<file path="src/rtl/fft8_input_framer_if.sv">
// fft8_input_framer_if: stream-in / frame-out bundle for the FFT8 input framer.
//   in_valid/in_ready/in_re/in_im/in_last : serial complex Q8.8 sample stream
//   out_valid/out_ready/out_re/out_im     : one parallel 8-sample frame per beat
//   frame_cnt                             : frames delivered, modulo 2^16
//   frame_err                             : one-cycle framing error pulse
// master = sample source / frame sink side, slave = framer side.
interface fft8_input_framer_if #(
  parameter int unsigned DATA_W = 16,
  parameter int unsigned NPT    = 8
);
  logic                  in_valid;
  logic                  in_ready;
  logic [DATA_W-1:0]     in_re;
  logic [DATA_W-1:0]     in_im;
  logic                  in_last;
  logic                  out_valid;
  logic                  out_ready;
  logic [NPT*DATA_W-1:0] out_re;
  logic [NPT*DATA_W-1:0] out_im;
  logic [15:0]           frame_cnt;
  logic                  frame_err;

  modport master (
    output in_valid, in_re, in_im, in_last, out_ready,
    input  in_ready, out_valid, out_re, out_im, frame_cnt, frame_err
  );

  modport slave (
    input  in_valid, in_re, in_im, in_last, out_ready,
    output in_ready, out_valid, out_re, out_im, frame_cnt, frame_err
  );
endinterface

</file>
<file path="src/rtl/fft8_input_framer.sv">
// fft8_input_framer: collects serial complex samples into 8-sample frames using
// two ping-pong banks and hands each full frame to the FFT core as one word.
//   clk, rst_n : single clock, synchronous active-low reset
//   bus        : fft8_input_framer_if.slave (sample stream in, frame out,
//                frame_cnt, frame_err)
// Build option: define FFT8_INPUT_BITREV_EN to store samples in bit-reversed
// slot order (out slot k = input sample bitrev3(k)); otherwise natural order.
module fft8_input_framer #(
  parameter int unsigned INT_W  = 8,
  parameter int unsigned FRAC_W = 8,
  parameter int unsigned NPT    = 8
) (
  input  logic                clk,
  input  logic                rst_n,
  fft8_input_framer_if.slave  bus
);
  localparam int unsigned DATA_W = INT_W + FRAC_W;
  localparam int unsigned IDX_W  = 3;
  localparam int unsigned CNT_W  = 16;

  if (NPT != 8) begin : g_npt_check
    $error("fft8_input_framer: NPT must be 8");
  end

  logic [DATA_W-1:0]     re_mem_q [2][NPT];
  logic [DATA_W-1:0]     im_mem_q [2][NPT];

  logic [IDX_W-1:0]      wr_idx_q, wr_idx_d;
  logic                  wb_q, wb_d;
  logic                  rb_q, rb_d;
  logic [1:0]            full_q, full_d;
  logic                  out_valid_q, out_valid_d;
  logic [NPT*DATA_W-1:0] out_re_q, out_re_d;
  logic [NPT*DATA_W-1:0] out_im_q, out_im_d;
  logic [CNT_W-1:0]      frame_cnt_q, frame_cnt_d;
  logic                  frame_err_q, frame_err_d;

  logic                  in_ready_c;
  logic                  wr_fire_c;
  logic                  rd_fire_c;
  logic                  last_slot_c;
  logic [IDX_W-1:0]      wr_slot_c;

  // Both banks full <=> the bank we would write next is still full.
  assign in_ready_c  = !full_q[wb_q];
  assign wr_fire_c   = bus.in_valid && in_ready_c;
  assign rd_fire_c   = out_valid_q && bus.out_ready;
  assign last_slot_c = (wr_idx_q == IDX_W'(NPT - 1));

`ifdef FFT8_INPUT_BITREV_EN
  // Bit reversal is its own inverse, so writing sample j to slot bitrev(j)
  // leaves slot k holding sample bitrev(k).
  assign wr_slot_c = {wr_idx_q[0], wr_idx_q[1], wr_idx_q[2]};
`else
  assign wr_slot_c = wr_idx_q;
`endif

  // Bank storage; validity is tracked by full_q, so no reset needed.
  always_ff @(posedge clk) begin
    if (wr_fire_c) begin
      re_mem_q[wb_q][wr_slot_c] <= bus.in_re;
      im_mem_q[wb_q][wr_slot_c] <= bus.in_im;
    end
  end

  // Write pointer, bank flags, frame counter and error pulse.
  always_comb begin
    wr_idx_d    = wr_idx_q;
    wb_d        = wb_q;
    rb_d        = rb_q;
    full_d      = full_q;
    frame_cnt_d = frame_cnt_q;
    frame_err_d = 1'b0;
    if (wr_fire_c) begin
      if (last_slot_c) begin
        // Length wins: an 8th sample always closes the frame.
        full_d[wb_q] = 1'b1;
        wb_d         = !wb_q;
        wr_idx_d     = '0;
        frame_err_d  = !bus.in_last;
      end else if (bus.in_last) begin
        wr_idx_d    = '0;
        frame_err_d = 1'b1;
      end else begin
        wr_idx_d = wr_idx_q + IDX_W'(1);
      end
    end
    // Read and write banks always differ when both fire.
    if (rd_fire_c) begin
      full_d[rb_q] = 1'b0;
      rb_d         = !rb_q;
      frame_cnt_d  = frame_cnt_q + CNT_W'(1);
    end
  end

  // Output register: reload from the (next) read bank whenever not stalled.
  // Using full_q rather than full_d keeps a bank whose last sample lands this
  // cycle out of the output until its contents are complete.
  always_comb begin
    out_valid_d = out_valid_q;
    out_re_d    = out_re_q;
    out_im_d    = out_im_q;
    if (!out_valid_q || bus.out_ready) begin
      out_valid_d = full_q[rb_d];
      if (full_q[rb_d]) begin
        for (int unsigned k = 0; k < NPT; k++) begin
          out_re_d[k*DATA_W +: DATA_W] = re_mem_q[rb_d][IDX_W'(k)];
          out_im_d[k*DATA_W +: DATA_W] = im_mem_q[rb_d][IDX_W'(k)];
        end
      end
    end
  end

  always_ff @(posedge clk) begin
    if (!rst_n) begin
      wr_idx_q    <= '0;
      wb_q        <= 1'b0;
      rb_q        <= 1'b0;
      full_q      <= '0;
      out_valid_q <= 1'b0;
      out_re_q    <= '0;
      out_im_q    <= '0;
      frame_cnt_q <= '0;
      frame_err_q <= 1'b0;
    end else begin
      wr_idx_q    <= wr_idx_d;
      wb_q        <= wb_d;
      rb_q        <= rb_d;
      full_q      <= full_d;
      out_valid_q <= out_valid_d;
      out_re_q    <= out_re_d;
      out_im_q    <= out_im_d;
      frame_cnt_q <= frame_cnt_d;
      frame_err_q <= frame_err_d;
    end
  end

  assign bus.in_ready  = in_ready_c;
  assign bus.out_valid = out_valid_q;
  assign bus.out_re    = out_re_q;
  assign bus.out_im    = out_im_q;
  assign bus.frame_cnt = frame_cnt_q;
  assign bus.frame_err = frame_err_q;

endmodule

</file>
<file path="src/flat_wrapper.sv">
// flat-port wrapper written by rule: the top's interface ports become plain ports
module fft8_input_framer_flat 
#(
  parameter int unsigned INT_W  = 8,
  parameter int unsigned FRAC_W = 8,
  parameter int unsigned NPT    = 8
)
  (clk, rst_n, bus_in_valid, bus_in_re, bus_in_im, bus_in_last, bus_out_ready, bus_in_ready, bus_out_valid, bus_out_re, bus_out_im, bus_frame_cnt, bus_frame_err);
  fft8_input_framer_if #(.DATA_W((16)), .NPT(NPT)) bus_i ();
  input  logic clk;
  input  logic rst_n;
  input wire logic [$bits(bus_i.in_valid)-1:0] bus_in_valid;
  input wire logic [$bits(bus_i.in_re)-1:0] bus_in_re;
  input wire logic [$bits(bus_i.in_im)-1:0] bus_in_im;
  input wire logic [$bits(bus_i.in_last)-1:0] bus_in_last;
  input wire logic [$bits(bus_i.out_ready)-1:0] bus_out_ready;
  output wire logic [$bits(bus_i.in_ready)-1:0] bus_in_ready;
  output wire logic [$bits(bus_i.out_valid)-1:0] bus_out_valid;
  output wire logic [$bits(bus_i.out_re)-1:0] bus_out_re;
  output wire logic [$bits(bus_i.out_im)-1:0] bus_out_im;
  output wire logic [$bits(bus_i.frame_cnt)-1:0] bus_frame_cnt;
  output wire logic [$bits(bus_i.frame_err)-1:0] bus_frame_err;
  assign bus_i.in_valid = bus_in_valid;
  assign bus_i.in_re = bus_in_re;
  assign bus_i.in_im = bus_in_im;
  assign bus_i.in_last = bus_in_last;
  assign bus_i.out_ready = bus_out_ready;
  assign bus_in_ready = bus_i.in_ready;
  assign bus_out_valid = bus_i.out_valid;
  assign bus_out_re = bus_i.out_re;
  assign bus_out_im = bus_i.out_im;
  assign bus_frame_cnt = bus_i.frame_cnt;
  assign bus_frame_err = bus_i.frame_err;
  fft8_input_framer #(.INT_W(INT_W), .FRAC_W(FRAC_W), .NPT(NPT)) u_core (.clk(clk), .rst_n(rst_n), .bus(bus_i));
endmodule
</file>
<file path="config.mk">
export PLATFORM = sky130hd
export DESIGN_NAME = fft8_input_framer_flat
export DESIGN_NICKNAME = d
export VERILOG_FILES = /design/src/rtl/fft8_input_framer_if.sv /design/src/rtl/fft8_input_framer.sv /design/src/flat_wrapper.sv
export SDC_FILE = /design/constraint.sdc
export NUM_CORES = 1
export LEC_CHECK = 0
export ABC_CLOCK_PERIOD_IN_PS = 7000
export CELL_PAD_IN_SITES_DETAIL_PLACEMENT = 0
export CELL_PAD_IN_SITES_GLOBAL_PLACEMENT = 2
export CORE_ASPECT_RATIO = 2
export CORE_UTILIZATION = 35
export CTS_CLUSTER_DIAMETER = 40
export DETAILED_ROUTE_END_ITERATION = 7
export PLACE_DENSITY = 0.78
export SLEW_MARGIN = 30
export SYNTH_ARGS = -nofsm -noshare
export SYNTH_HDL_FRONTEND = slang
export SYNTH_SLANG_ARGS = --single-unit
</file>
<file path="constraint.sdc">
create_clock -name clk -period 7 [get_ports clk]
set_input_delay 2.1 -clock clk [delete_from_list [all_inputs] [get_ports clk]]
set_output_delay 2.1 -clock clk [all_outputs]
set_load 0.05 [all_outputs]
</file>
Yosys cells after proc, flatten, opt, wreduce, memory -nomap -nowiden
Memory sizes are Yosys's and may differ from the RTL's. A register that Yosys moved wholly into a read port is not among the register bits.
Index checks and enable logic that the tools add are counted.
Storage, ports and cells
  bits in writable memories: 512
  bits of input ports: 37
  register bits: 25
  memories kept: 2
Memory list
  u_core.im_mem_q: words 2, width 128, read ports 1, clocked after Yosys merged registers in 1, write ports 1, RTL line fft8_input_framer.sv:26  | logic [DATA_W-1:0] im_mem_q [2][NPT];
  u_core.re_mem_q: words 2, width 128, read ports 1, clocked after Yosys merged registers in 1, write ports 1, RTL line fft8_input_framer.sv:25  | logic [DATA_W-1:0] re_mem_q [2][NPT];
Operators by class
  reductions and logical operators: 16
  bitwise operators: 4
  eq/ne operators: 1
  mux-type cells: 20
  $lt $le $gt $ge: 7
  $add $sub $neg: 2
Operators by type and width (number)
  two-way mux 128 bit: 1
  demux 16 bit (select 3 bit): 1
  adder 16 x 1 -> 16 bit (second input constant): 1
  two-way mux 16 bit: 1
  two-way mux 1 bit: 10
  zero test 1 bit: 7
  < comparator 1 x 2 -> 1 bit (second input constant): 3
  two-way mux 2 bit: 3
  two-way mux 3 bit: 2
  AND reduction 2 bit: 3
  logical AND 1 bit: 5
  greater-or-equal comparator 4 bit (second input constant): 1
  < comparator 4 x 1 -> 1 bit (second input constant): 1
  inverter 3 -> 4 bit: 1
  adder 3 x 1 -> 3 bit (second input constant): 1
  equality test 3 bit (second input constant): 1
  bitwise AND 2 bit: 1
  demux 1 bit (select 1 bit): 2
  greater-or-equal comparator 1 bit (second input constant): 2
  inverter 2 bit: 1
  bitwise OR 2 bit: 1
  logical OR 1 bit: 1

Longest topological paths before layout
Gate-level depths: netlist of run 1.
  depth after elaboration: 9
  depth in mapped cells: 8
  depth with buffers taken out: 5

Least setup slack after synthesis of run 1
OpenSTA, ideal clock, no wires.
  path kind: input to register
  start: in bus_in_valid
  end: mem u_core.im_mem_q[0][16] (netlist name) (enable)
  path buffers: 1
  arrival: 5780 ps
  setup time: 513 ps
  cell stages on the path: 3
  slack: 707 ps
  path through: nand2_1 -> clkbuf_1 -> nor4b_1
Between the ends
  cells in the longest elaborated chain, start to end: 3
Ends and longest elaborated chain
  start, declared: RTL line flat_wrapper.sv:12  | input wire logic [$bits(bus_i.in_valid)-1:0] bus_in_valid;
  logical AND 1 bit: RTL line fft8_input_framer.sv:46  | assign wr_fire_c = bus.in_valid && in_ready_c;
  two-way mux 1 bit: RTL line fft8_input_framer.sv:60  | if (wr_fire_c) begin
  two-way mux 128 bit (implied by the code): RTL line fft8_input_framer.sv:62  | im_mem_q[wb_q][wr_slot_c] <= bus.in_im;
  end, declared: RTL line fft8_input_framer.sv:26
Every way passes these cells.

Final worst setup path of run 1
  start: reg u_core.wb_q
  end: out bus_in_ready
Between the ends
  cells in the longest elaborated chain, start to end: 3
Ends and longest elaborated chain
  start, declared: RTL line fft8_input_framer.sv:29  | logic wb_q, wb_d;
  start signal, assigned: RTL line fft8_input_framer.sv:127  | wb_q <= wb_d;
  two-way mux 1 bit (implied by the code) (2 in a row): RTL line fft8_input_framer.sv:45  | assign in_ready_c = !full_q[wb_q];
  zero test 1 bit: RTL line fft8_input_framer.sv:45
  end, declared: RTL line flat_wrapper.sv:17  | output wire logic [$bits(bus_i.in_ready)-1:0] bus_in_ready;
Every way passes these cells. The select of a mux whose other input is x is not followed.

==> impl_metrics.yaml, run 1 <==
synth:
  syn_area_per_cell_um2: 13.03
  synthAdderAreaFrac: 0.001377
  yosys_warnings: 0
  ys_seq_area_frac: 0.7703
  synth_compound_area_frac: 0.1097
  synth_flop_cell: "edfxtp_1"
  postSynth.asyncResetShare: 0
  synth_xor_area_frac: 0.004497
  synth_edf_count: 512
  muxShareOfSynthArea: 0.001101
  syn_inst: 2093
  ys_ff_latch: 793
  synthDistinctLibCells: 35
  synth_nets: 2133
  synth_simple_gate_area_frac: 0.08642
  synth_top_family_by_area: "compound AO/OA/AOI/OAI gates"
  syn_area_um2: 27260
worst_setup_path:
  startpoint: "u_core.wb_q$_SDFFE_PN0P_"
  regToRegSetupSlack_ps: 4400
  ff2ff_path_depth: 5
  cp.required_ps: 4900
  slowest_delay_ps: 890
  r2r_end: "u_core.re_mem_q[0][107]$_DFFE_PP_"
  cpMaxStageDelayCell: "clkdlybuf4s50_1"
  criticalPathCategory: "flip-flop to primary output"
  cp.depth: 2
  startpoint_type: "flip-flop"
  cp_cell_sequence: "mux2i_1 -> clkdlybuf4s50_1"
  critPathCaptureType: "primary output"
  endpoint: "bus_in_ready"
  path_delay_family: "buffers and inverters"
  cp_max_fo: 8
  critical_path_buf_inv_count: 1
  r2r-start: "u_core.wb_q$_SDFFE_PN0P_"
  cp.arrival_ps: 2430
floorplan:
  chipWidth_um: 199.4
  io_pins: 312
  num_rows: 144
  core_um2: 77110
  start_util: 0.3536
  die_y_um: 396.7
  die_area_um2: 79080
sta:
  drv_slew: 0
  hold_viol_final: 0
  clock.fmax_ghz: 0.2207
  slew_headroom: 0.3824
  rsz0062_at_grt: "false"
  worstMarginPinSlew_ps: 923.5
  min_period_ps: 4530
  fin_ws_ps: 2470
  setup_tns_ps: 0
  finalClockSkew_ps: 23.15
  fin_crit_sh: 0.6472
  setup_viol: 0
cells_and_area:
  nNetsFinal: 2405
  final_cell_mix: "nand2_1 (526), edfxtp_1 (512), clkdlybuf4s50_1 (298)"
  drive_above_1_share: 0.07822
  diodes: 0
  final_util: 0.4422
  area_growth_pct: 25.08
  final_common_cell: "nand2_1"
global_routing:
  antenna_found_initial: 1
  grtUsageTotal: 0.1934
  grt_max_degree: 223
  grt_pass1_wl_um: 111500
  grt_pass1_vias: 17390
  overflow: 0
clock_network:
  cts_hold_buf: 0
  cts.clk_slew.worst_paths_ps: 70
  cts_tree: "done"
  cts_resized: 0
  ctsLongestPathBuffers: 3
  clkSinkCount: 793
  htreeDepth: 3
  postCtsSetupRepairBufs: 0
  cts_made_buffers: 77
  clkLatencyLatePin_ps: 650
  cts-root-buf: "clkbuf_16"
route:
  drtIter0Drc: 983
  routed_wirelength_um: 75690
  drc: 0
  vias: 17390
  wl_per_cell_um: 21.93
  ant_nets: 0
  viasPerCell: 5.038
  drtPass1Iterations: 5
power:
  power_density_nw_per_um2: 277.8
  p_leak_uw: 0.01148
  peakVddDrop_mv: 0.2255
min_path:
  hold_path.class: "flip-flop to flip-flop"
placement:
  numPortBuffers: 311
  place.gp.congestion: 0.7452
  dp_hpwl_um: 44020
  post-place-ws_ps: 2214
run_status:
  outcome: "finished, final reports clean"
run:
  cap_violations: 0
[state kept, by name, indices dropped and copies added, names as in the netlist]
signal and cells:
u_core.wr_idx_q 3, u_core.bus.out_re 128, u_core.rb_q 1, u_core.bus.frame_cnt 16
u_core.im_mem_q 256, u_core.bus.out_valid 1, u_core.full_q 2, u_core.bus.out_im 128
u_core.bus.frame_err 1, u_core.re_mem_q 256, u_core.wb_q 1
[worst reg2reg max path, delay by kind of cell (launching register included)]
| family | cells | cell delay (ps) |
|---|---|---|
| simple gates | 3 | 800 |
| flops | 1 | 530 |
| buf+inv | 1 | 510 |
| mux | 1 | 360 |
[worst min path at each step]
| stage | from | to | slack, ps | cells after the start |
|---|---|---|---|---|
| after CTS | u_core.bus.frame_cnt[1]$_SDFFE_PN0P_ | u_core.bus.frame_cnt[1]$_SDFFE_PN0P_ | 510 | 2 |
| after global routing | u_core.bus.frame_cnt[1]$_SDFFE_PN0P_ | u_core.bus.frame_cnt[1]$_SDFFE_PN0P_ | 530 | 2 |
| after global placement | u_core.bus.frame_cnt[1]$_SDFFE_PN0P_ | u_core.bus.frame_cnt[1]$_SDFFE_PN0P_ | 490 | 2 |
| after detailed placement | u_core.bus.frame_cnt[1]$_SDFFE_PN0P_ | u_core.bus.frame_cnt[1]$_SDFFE_PN0P_ | 490 | 2 |
| after floorplan | u_core.full_q[0]$_SDFF_PN0_ | u_core.full_q[0]$_SDFF_PN0_ | 490 | 2 |
| final | u_core.bus.frame_cnt[1]$_SDFFE_PN0P_ | u_core.bus.frame_cnt[1]$_SDFFE_PN0P_ | 510 | 2 |
[kinds of logic (layout without fill, tap and decap cells)]
group	count (synthesis)	count (layout)
xor gates and xnor gates	14	14
DFF	793	793
AOI/OAI and AO/OA	528	528
muxes	3	3
adders and majority gates	3	3
and+or+nand+nor	594	594
buffers and inverters	158	494
[through the flow]
stage	total power, uW	std cells	hold slack, ps	area (um^2)
4_1_cts	9615	3450	506.5	34080
3_3_place_gp	5265	3302	488.1	31360
3_5_place_dp	5267	3307	493.0	31440
5_1_grt	9770	3451	530.8	34100
2_1_floorplan	5140	2093	493.9	27260
6_report	9475	3451	506.9	34100
[cell type report]
type | count | area (um^2)
Clock buffer | 97 | 2063
Clock inverter | 46 | 575.6
Multi-Input combinational cell | 1142 | 5660
Timing Repair Buffer | 344 | 3497
Tap cell | 1022 | 1279
Inverter | 7 | 26.28
Fill cell | 7177 | 43010
Sequential cell | 793 | 21000
[power breakdown]
| group | switching [uW] | internal [uW] | leakage [uW] | total, uW |
|---|---|---|---|---|
| sequential | 6.44 | 4990 | 0.00689 | 5000 |
| clock | 1850 | 2470 | 0.00128 | 4320 |
| combinational | 127 | 27.1 | 0.00332 | 154 |
[layer usage]
metal / routed length [um] / track usage
met5: 15 / 0
met4: 2582 / 0.08111
met3: 4637 / 0.04405
met2: 38640 / 0.3367
met1: 29820 / 0.2261
[cell usage after synthesis, types with 2 or more instances]
| master | instances | area [um^2] |
|---|---|---|
| mux2i_1 | 3 | 30.03 |
| or3_1 | 2 | 12.51 |
| inv_1 | 7 | 26.28 |
| buf_1 | 2 | 7.510 |
| and2_1 | 2 | 12.51 |
| buf_4 | 7 | 52.55 |
| a31oi_1 | 258 | 1614 |
| nor2_1 | 20 | 75.07 |
| nor4b_1 | 2 | 17.52 |
| clkbuf_1 | 57 | 214.0 |
| dfxtp_1 | 281 | 5625 |
| ha_1 | 3 | 37.54 |
| nand4_1 | 6 | 37.54 |
| and4_1 | 2 | 17.52 |
| nand2_1 | 527 | 1978 |
| nor4_1 | 9 | 56.30 |
| xnor2_1 | 9 | 78.83 |
| o21ai_1 | 51 | 255.2 |
| a21oi_1 | 7 | 35.03 |
| nand3b_1 | 2 | 15.01 |
| nor3_1 | 8 | 40.04 |
| xor2_1 | 5 | 43.79 |
| edfxtp_1 | 512 | 15370 |
| buf_2 | 85 | 425.4 |
| o21ai_0 | 206 | 1031 |
| nand3_1 | 10 | 50.05 |
| a311oi_1 | 2 | 17.52 |
(Power assumes the default switching activity.)
==> run 2, diff against run 1 <==
--- a/config.mk
+++ b/config.mk
@@ -5,14 +5,14 @@
 export SDC_FILE = /design/constraint.sdc
 export NUM_CORES = 1
 export LEC_CHECK = 0
-export ABC_CLOCK_PERIOD_IN_PS = 7000
+export ABC_CLOCK_PERIOD_IN_PS = 4100
 export CELL_PAD_IN_SITES_DETAIL_PLACEMENT = 0
 export CELL_PAD_IN_SITES_GLOBAL_PLACEMENT = 2
 export CORE_ASPECT_RATIO = 2
 export CORE_UTILIZATION = 35
 export CTS_CLUSTER_DIAMETER = 40
 export DETAILED_ROUTE_END_ITERATION = 7
-export PLACE_DENSITY = 0.78
+export PLACE_DENSITY = 0.81
 export SLEW_MARGIN = 30
 export SYNTH_ARGS = -nofsm -noshare
 export SYNTH_HDL_FRONTEND = slang
==> constraint.sdc (replaced) <==
create_clock -name clk -period 4.1 [get_ports clk]
set_input_delay 1.23 -clock clk [delete_from_list [all_inputs] [get_ports clk]]
set_output_delay 1.23 -clock clk [all_outputs]
set_load 0.05 [all_outputs]
==> run 2 against run 1 <==
Sequential share of layout area decreased by 0.33 points; highest routed layer is now met4; core utilization is 0.24 points higher; combinational power up 73%; clock-buffer cell count increased by 7.
==> impl_metrics.yaml, run 2 (synthesis results as in run 1) <==
sta:
  drv_slew: 0
  rsz0062_at_grt: "false"
  setup_viol: 0
  finalClockSkew_ps: 38.41
  hold_viol_final: 0
  fin_hold_ws_ps: 512.8
  clock.fmax_ghz: 0.2678
  min_period_ps: 3734
  worstMarginPinSlew_ps: 957.8
  fin_crit_sh: 0.9106
  setup_tns_ps: 0
  slew_headroom: 0.3595
floorplan:
  core_um2: 77110
  die_area_um2: 79080
  io_pins: 312
  chipWidth_um: 199.4
  start_util: 0.3536
  die_y_um: 396.7
  num_rows: 144
min_path:
  hold_path.class: "flip-flop to flip-flop"
clock_network:
  htreeDepth: 3
  cts_hold_buf: 0
  cts_resized: 0
  cts_tree: "done"
  clkLatencyLatePin_ps: 660
  cts-root-buf: "clkbuf_16"
  cts_made_buffers: 76
  clkSinkCount: 793
  ctsLongestPathBuffers: 3
  cts.clk_slew.worst_paths_ps: 70
  postCtsSetupRepairBufs: 0
cells_and_area:
  final_cell_mix: "nand2_1 (526), edfxtp_1 (512), clkdlybuf4s50_1 (297)"
  largestRegisters: "u_core.im_mem_q (256), u_core.re_mem_q (256)"
  fillers: 7102
  fin_cells: 3476
  nNetsFinal: 2430
  final_util: 0.4446
  area_growth_pct: 25.75
  diodes: 0
  drive_above_1_share: 0.08720
  final_common_cell: "nand2_1"
global_routing:
  grtUsageTotal: 0.1945
  grt_pass1_wl_um: 112300
  grt_max_degree: 94
  antenna_found_initial: 1
  grt_pass1_vias: 17570
  overflow: 0
route:
  drtPass1Iterations: 5
  ant_nets: 0
  met2_length_um: 40210
  drtIter0Drc: 1043
  dr_wl_met3_um: 4441
  top_layer: "met4"
  wl_met1_um: 29220
  viasPerCell: 5.051
  vias: 17560
  routed_wirelength_um: 76120
  wl_per_cell_um: 21.90
  drc: 0
worst_setup_path:
  startpoint_type: "flip-flop"
  criticalPathCategory: "flip-flop to primary output"
  critPathCaptureType: "primary output"
  cp_cell_sequence: "mux2i_1 -> clkdlybuf4s50_1"
  cp.arrival_ps: 2500
  cp.required_ps: 2870
  critical_path_buf_inv_count: 1
  path_delay_family: "buffers and inverters"
  slowest_delay_ps: 890
  cp_max_fo: 8
  cpMaxStageDelayCell: "clkdlybuf4s50_1"
run_status:
  outcome: "finished, final reports clean"
power:
  seqPwrFrac: 0.538
  power.net_switching_uw: 3403
  power_density_nw_per_um2: 462.6
  clkPwrFrac: 0.445
  p_leak_uw: 0.01160
  p_comb_frac: 0.017
  switching_share: 0.2145
  peakVddDrop_mv: 0.3479
  p_int_uw: 12460
  power_uw: 15860
placement:
  place.gp.congestion: 0.7469
  dp_hpwl_um: 46940
  dp_cells: 3334
  numPortBuffers: 311
run:
  cap_violations: 0
run 2: final cells by class:
type / instances / area [um^2] / area share
Timing Repair Buffer: 370 / 3755 / 0.1095
Inverter: 7 / 26.28 / 0.0007664
Sequential cell: 793 / 21000 / 0.6125
Clock inverter: 38 / 400.4 / 0.01168
Clock buffer: 104 / 2130 / 0.06211
Multi-Input combinational cell: 1142 / 5694 / 0.1661
Tap cell: 1022 / 1279 / 0.03730
run 2: metal layers:
metal,GRT usage,vias to the layer above
li1,-,8231
met1,0.2231,8658
met2,0.3512,566
met3,0.03955,104
met4,0.07184,0
met5,0,-
run 2: metrics by stage:
stage | cell area, um^2 | setup WS [ps]
3_3_place_gp | 31810 | 661.1
5_1_grt | 34280 | 284.8
4_1_cts | 34300 | 315.3
6_report | 34280 | 366.4
3_5_place_dp | 31770 | 607.7
2_1_floorplan | 27300 | -1402
run 2: path summary, 6_finish.rpt:
kind,slack (ps),end,from,cells past startpoint
max,370,bus_in_ready,u_core.wb_q$_SDFFE_PN0P_,2
min reg2reg,510,u_core.bus.out_im[48]$_SDFFE_PN0P_,u_core.im_mem_q[0][64]$_DFFE_PP_,2
max reg2reg,1450,u_core.re_mem_q[0][101]$_DFFE_PP_,u_core.wb_q$_SDFFE_PN0P_,5
min,510,u_core.bus.out_im[48]$_SDFFE_PN0P_,u_core.im_mem_q[0][64]$_DFFE_PP_,2
run 2: worst min-delay path: cells and delay by family (launching register included):
| kind | cells | cell delay [ps] |
|---|---|---|
| simple gates | 1 | 60 |
| compound gates | 1 | 70 |
| flops | 1 | 360 |
run 2: power groups by stage:
stage	Clock, uW	Sequential, uW	Combinational, uW
floorplan	0	8710	65.5
global placement	0	8710	281
detailed placement	0	8710	284
CTS	7240	8540	284
global route	7520	8530	288
finish	7060	8540	267
==> run 3, diff against run 2 <==
--- a/config.mk
+++ b/config.mk
@@ -10,7 +10,7 @@
 export CELL_PAD_IN_SITES_GLOBAL_PLACEMENT = 2
 export CORE_ASPECT_RATIO = 2
 export CORE_UTILIZATION = 35
-export CTS_CLUSTER_DIAMETER = 40
+export CTS_CLUSTER_DIAMETER = 30
 export DETAILED_ROUTE_END_ITERATION = 7
 export PLACE_DENSITY = 0.81
 export SLEW_MARGIN = 30
==> run 3 against run 2 <==
Flip-flop and latch count stayed put; worst setup slack lost 17 ps; clock-buffer cell count rose by 19; first-iteration DRC count decreased by 5.8%; core utilization grew 1.5 points; critical path type unchanged; highest routed layer unchanged.
==> impl_metrics.yaml, run 3 (synthesis results as in run 1) <==
worst_setup_path:
  cp.arrival_ps: 2520
  slowest_delay_ps: 900
  cp.required_ps: 2870
  cp_cell_sequence: "mux2i_1 -> clkdlybuf4s50_1"
  cpMaxStageDelayCell: "clkdlybuf4s50_1"
  path_delay_family: "buffers and inverters"
  critical_path_buf_inv_count: 1
  cp_max_fo: 8
  regToRegSetupSlack_ps: 1450
  critPathCaptureType: "primary output"
  startpoint_type: "flip-flop"
  criticalPathCategory: "flip-flop to primary output"
global_routing:
  grtUsageTotal: 0.1963
  met1_usage: 0.2250
  grt_pass1_wl_um: 113800
  grt_max_degree: 94
  grt_pass1_vias: 18000
  grtUsageMet3: 0.03590
  overflow: 0
  antenna_found_initial: 0
  grt_use_met2: 0.3491
  top_usage_layer: "met2"
route:
  viasPerCell: 5.053
  ant_nets: 0
  drc: 0
  drtPass1Iterations: 7
  wl_per_cell_um: 21.68
  routed_wirelength_um: 76700
  vias: 17870
  drtIter0Drc: 983
placement:
  dp_hpwl_um: 46940
  dp_cells: 3334
  place.gp.congestion: 0.7469
  numPortBuffers: 311
sta:
  min_period_ps: 3750
  rsz0062_at_grt: "false"
  drv_slew: 0
  fin_crit_sh: 0.9147
  finalClockSkew_ps: 29.24
  worstMarginPinSlew_ps: 958.5
  slew_headroom: 0.3590
  clock.fmax_ghz: 0.2666
  hold_viol_final: 0
  setup_viol: 0
  setup_tns_ps: 0
floorplan:
  die_y_um: 396.7
  start_util: 0.3536
  die_area_um2: 79080
  core_um2: 77110
  io_pins: 312
  num_rows: 144
  chipWidth_um: 199.4
clock_network:
  ctsLongestPathBuffers: 3
  clkLatencyLatePin_ps: 680
  cts_tree: "done"
  postCtsSetupRepairBufs: 0
  cts_made_buffers: 106
  cts_hold_buf: 0
  clkSinkCount: 793
  htreeDepth: 3
  cts-root-buf: "clkbuf_16"
  cts_resized: 0
  cts.clk_slew.worst_paths_ps: 60
cells_and_area:
  largestRegisters: "u_core.im_mem_q (256), u_core.re_mem_q (256)"
  nNetsFinal: 2460
  fin_cells: 3537
  final_cell_mix: "nand2_1 (526), edfxtp_1 (512), clkdlybuf4s50_1 (297)"
  drive_above_1_share: 0.1130
  area_growth_pct: 29.87
  final_common_cell: "nand2_1"
power:
  p_leak_uw: 0.01213
  switching_share: 0.2237
  p_comb_frac: 0.015
  seqPwrFrac: 0.475
  p_int_uw: 13970
  clkPwrFrac: 0.510
  power_density_nw_per_um2: 508.2
  power_uw: 17990
  power.net_switching_uw: 4025
  peakVddDrop_mv: 0.3035
run_status:
  outcome: "finished, final reports clean"
min_path:
  hold_path.class: "flip-flop to flip-flop"
run:
  cap_violations: 0
[run 3: changes by cell type in the layout (fill, tap and decap cells not counted), sizes merged]
cell / delta
clkinv: +17
bufinv: +2
clkinvlp: +6
inv: +16
diode: +1
clkbuf: +19
[run 3: power groups by stage]
stage / clock (uW) / combinational, uW / sequential (uW)
3_3_place_gp: 0 / 281 / 8710
2_1_floorplan: 0 / 65.5 / 8710
4_1_cts: 9380 / 284 / 8540
3_5_place_dp: 0 / 284 / 8710
5_1_grt: 9690 / 288 / 8540
6_report: 9180 / 267 / 8540
[run 3: cell type report]
type / instances / area, um^2
fill: 7017 / 41710
sequential: 793 / 21000
multi-input combinational: 1142 / 5694
timing repair buffer: 370 / 3755
clock buffer: 123 / 2830
tap: 1022 / 1279
clock inverter: 79 / 819.5
inverter: 7 / 26.28
antenna: 1 / 2.502
[run 3: worst min-delay path, delay by kind of cell (launching register included)]
kind	cells	cell delay (ps)
flip-flops	1	340
AND/OR/NAND/NOR	1	60
AO/OA/AOI/OAI	1	60
[run 3: path summary, 6_finish.rpt]
| path | start | to | depth (start not counted) |
|---|---|---|---|
| setup / recovery | u_core.wb_q$_SDFFE_PN0P_ | bus_in_ready | 2 |
| hold / removal | u_core.bus.frame_cnt[1]$_SDFFE_PN0P_ | u_core.bus.frame_cnt[1]$_SDFFE_PN0P_ | 2 |
| setup reg to reg | u_core.wb_q$_SDFFE_PN0P_ | u_core.re_mem_q[0][101]$_DFFE_PP_ | 5 |
| hold reg to reg | u_core.bus.frame_cnt[1]$_SDFFE_PN0P_ | u_core.bus.frame_cnt[1]$_SDFFE_PN0P_ | 2 |
[run 3: metrics by stage]
step | instance area (um^2) | setup slack [ps] | hold slack, ps | util
floorplan | 27300 | -1402 | 493.9 | -
global placement | 31810 | 661.1 | 486.5 | 0.4126
detailed placement | 31770 | 607.7 | 493.9 | 0.4120
CTS | 35420 | 306.9 | 505.3 | 0.4594
global route | 35400 | 282.1 | 529.7 | 0.4591
finish | 35410 | 349.5 | 508.8 | 0.4591
[run 3: layer usage]
metal	wire length, um	share of wire
met1	29870	0.39
met2	39750	0.52
met3	3970	0.052
met4	3110	0.041
met5	0	0
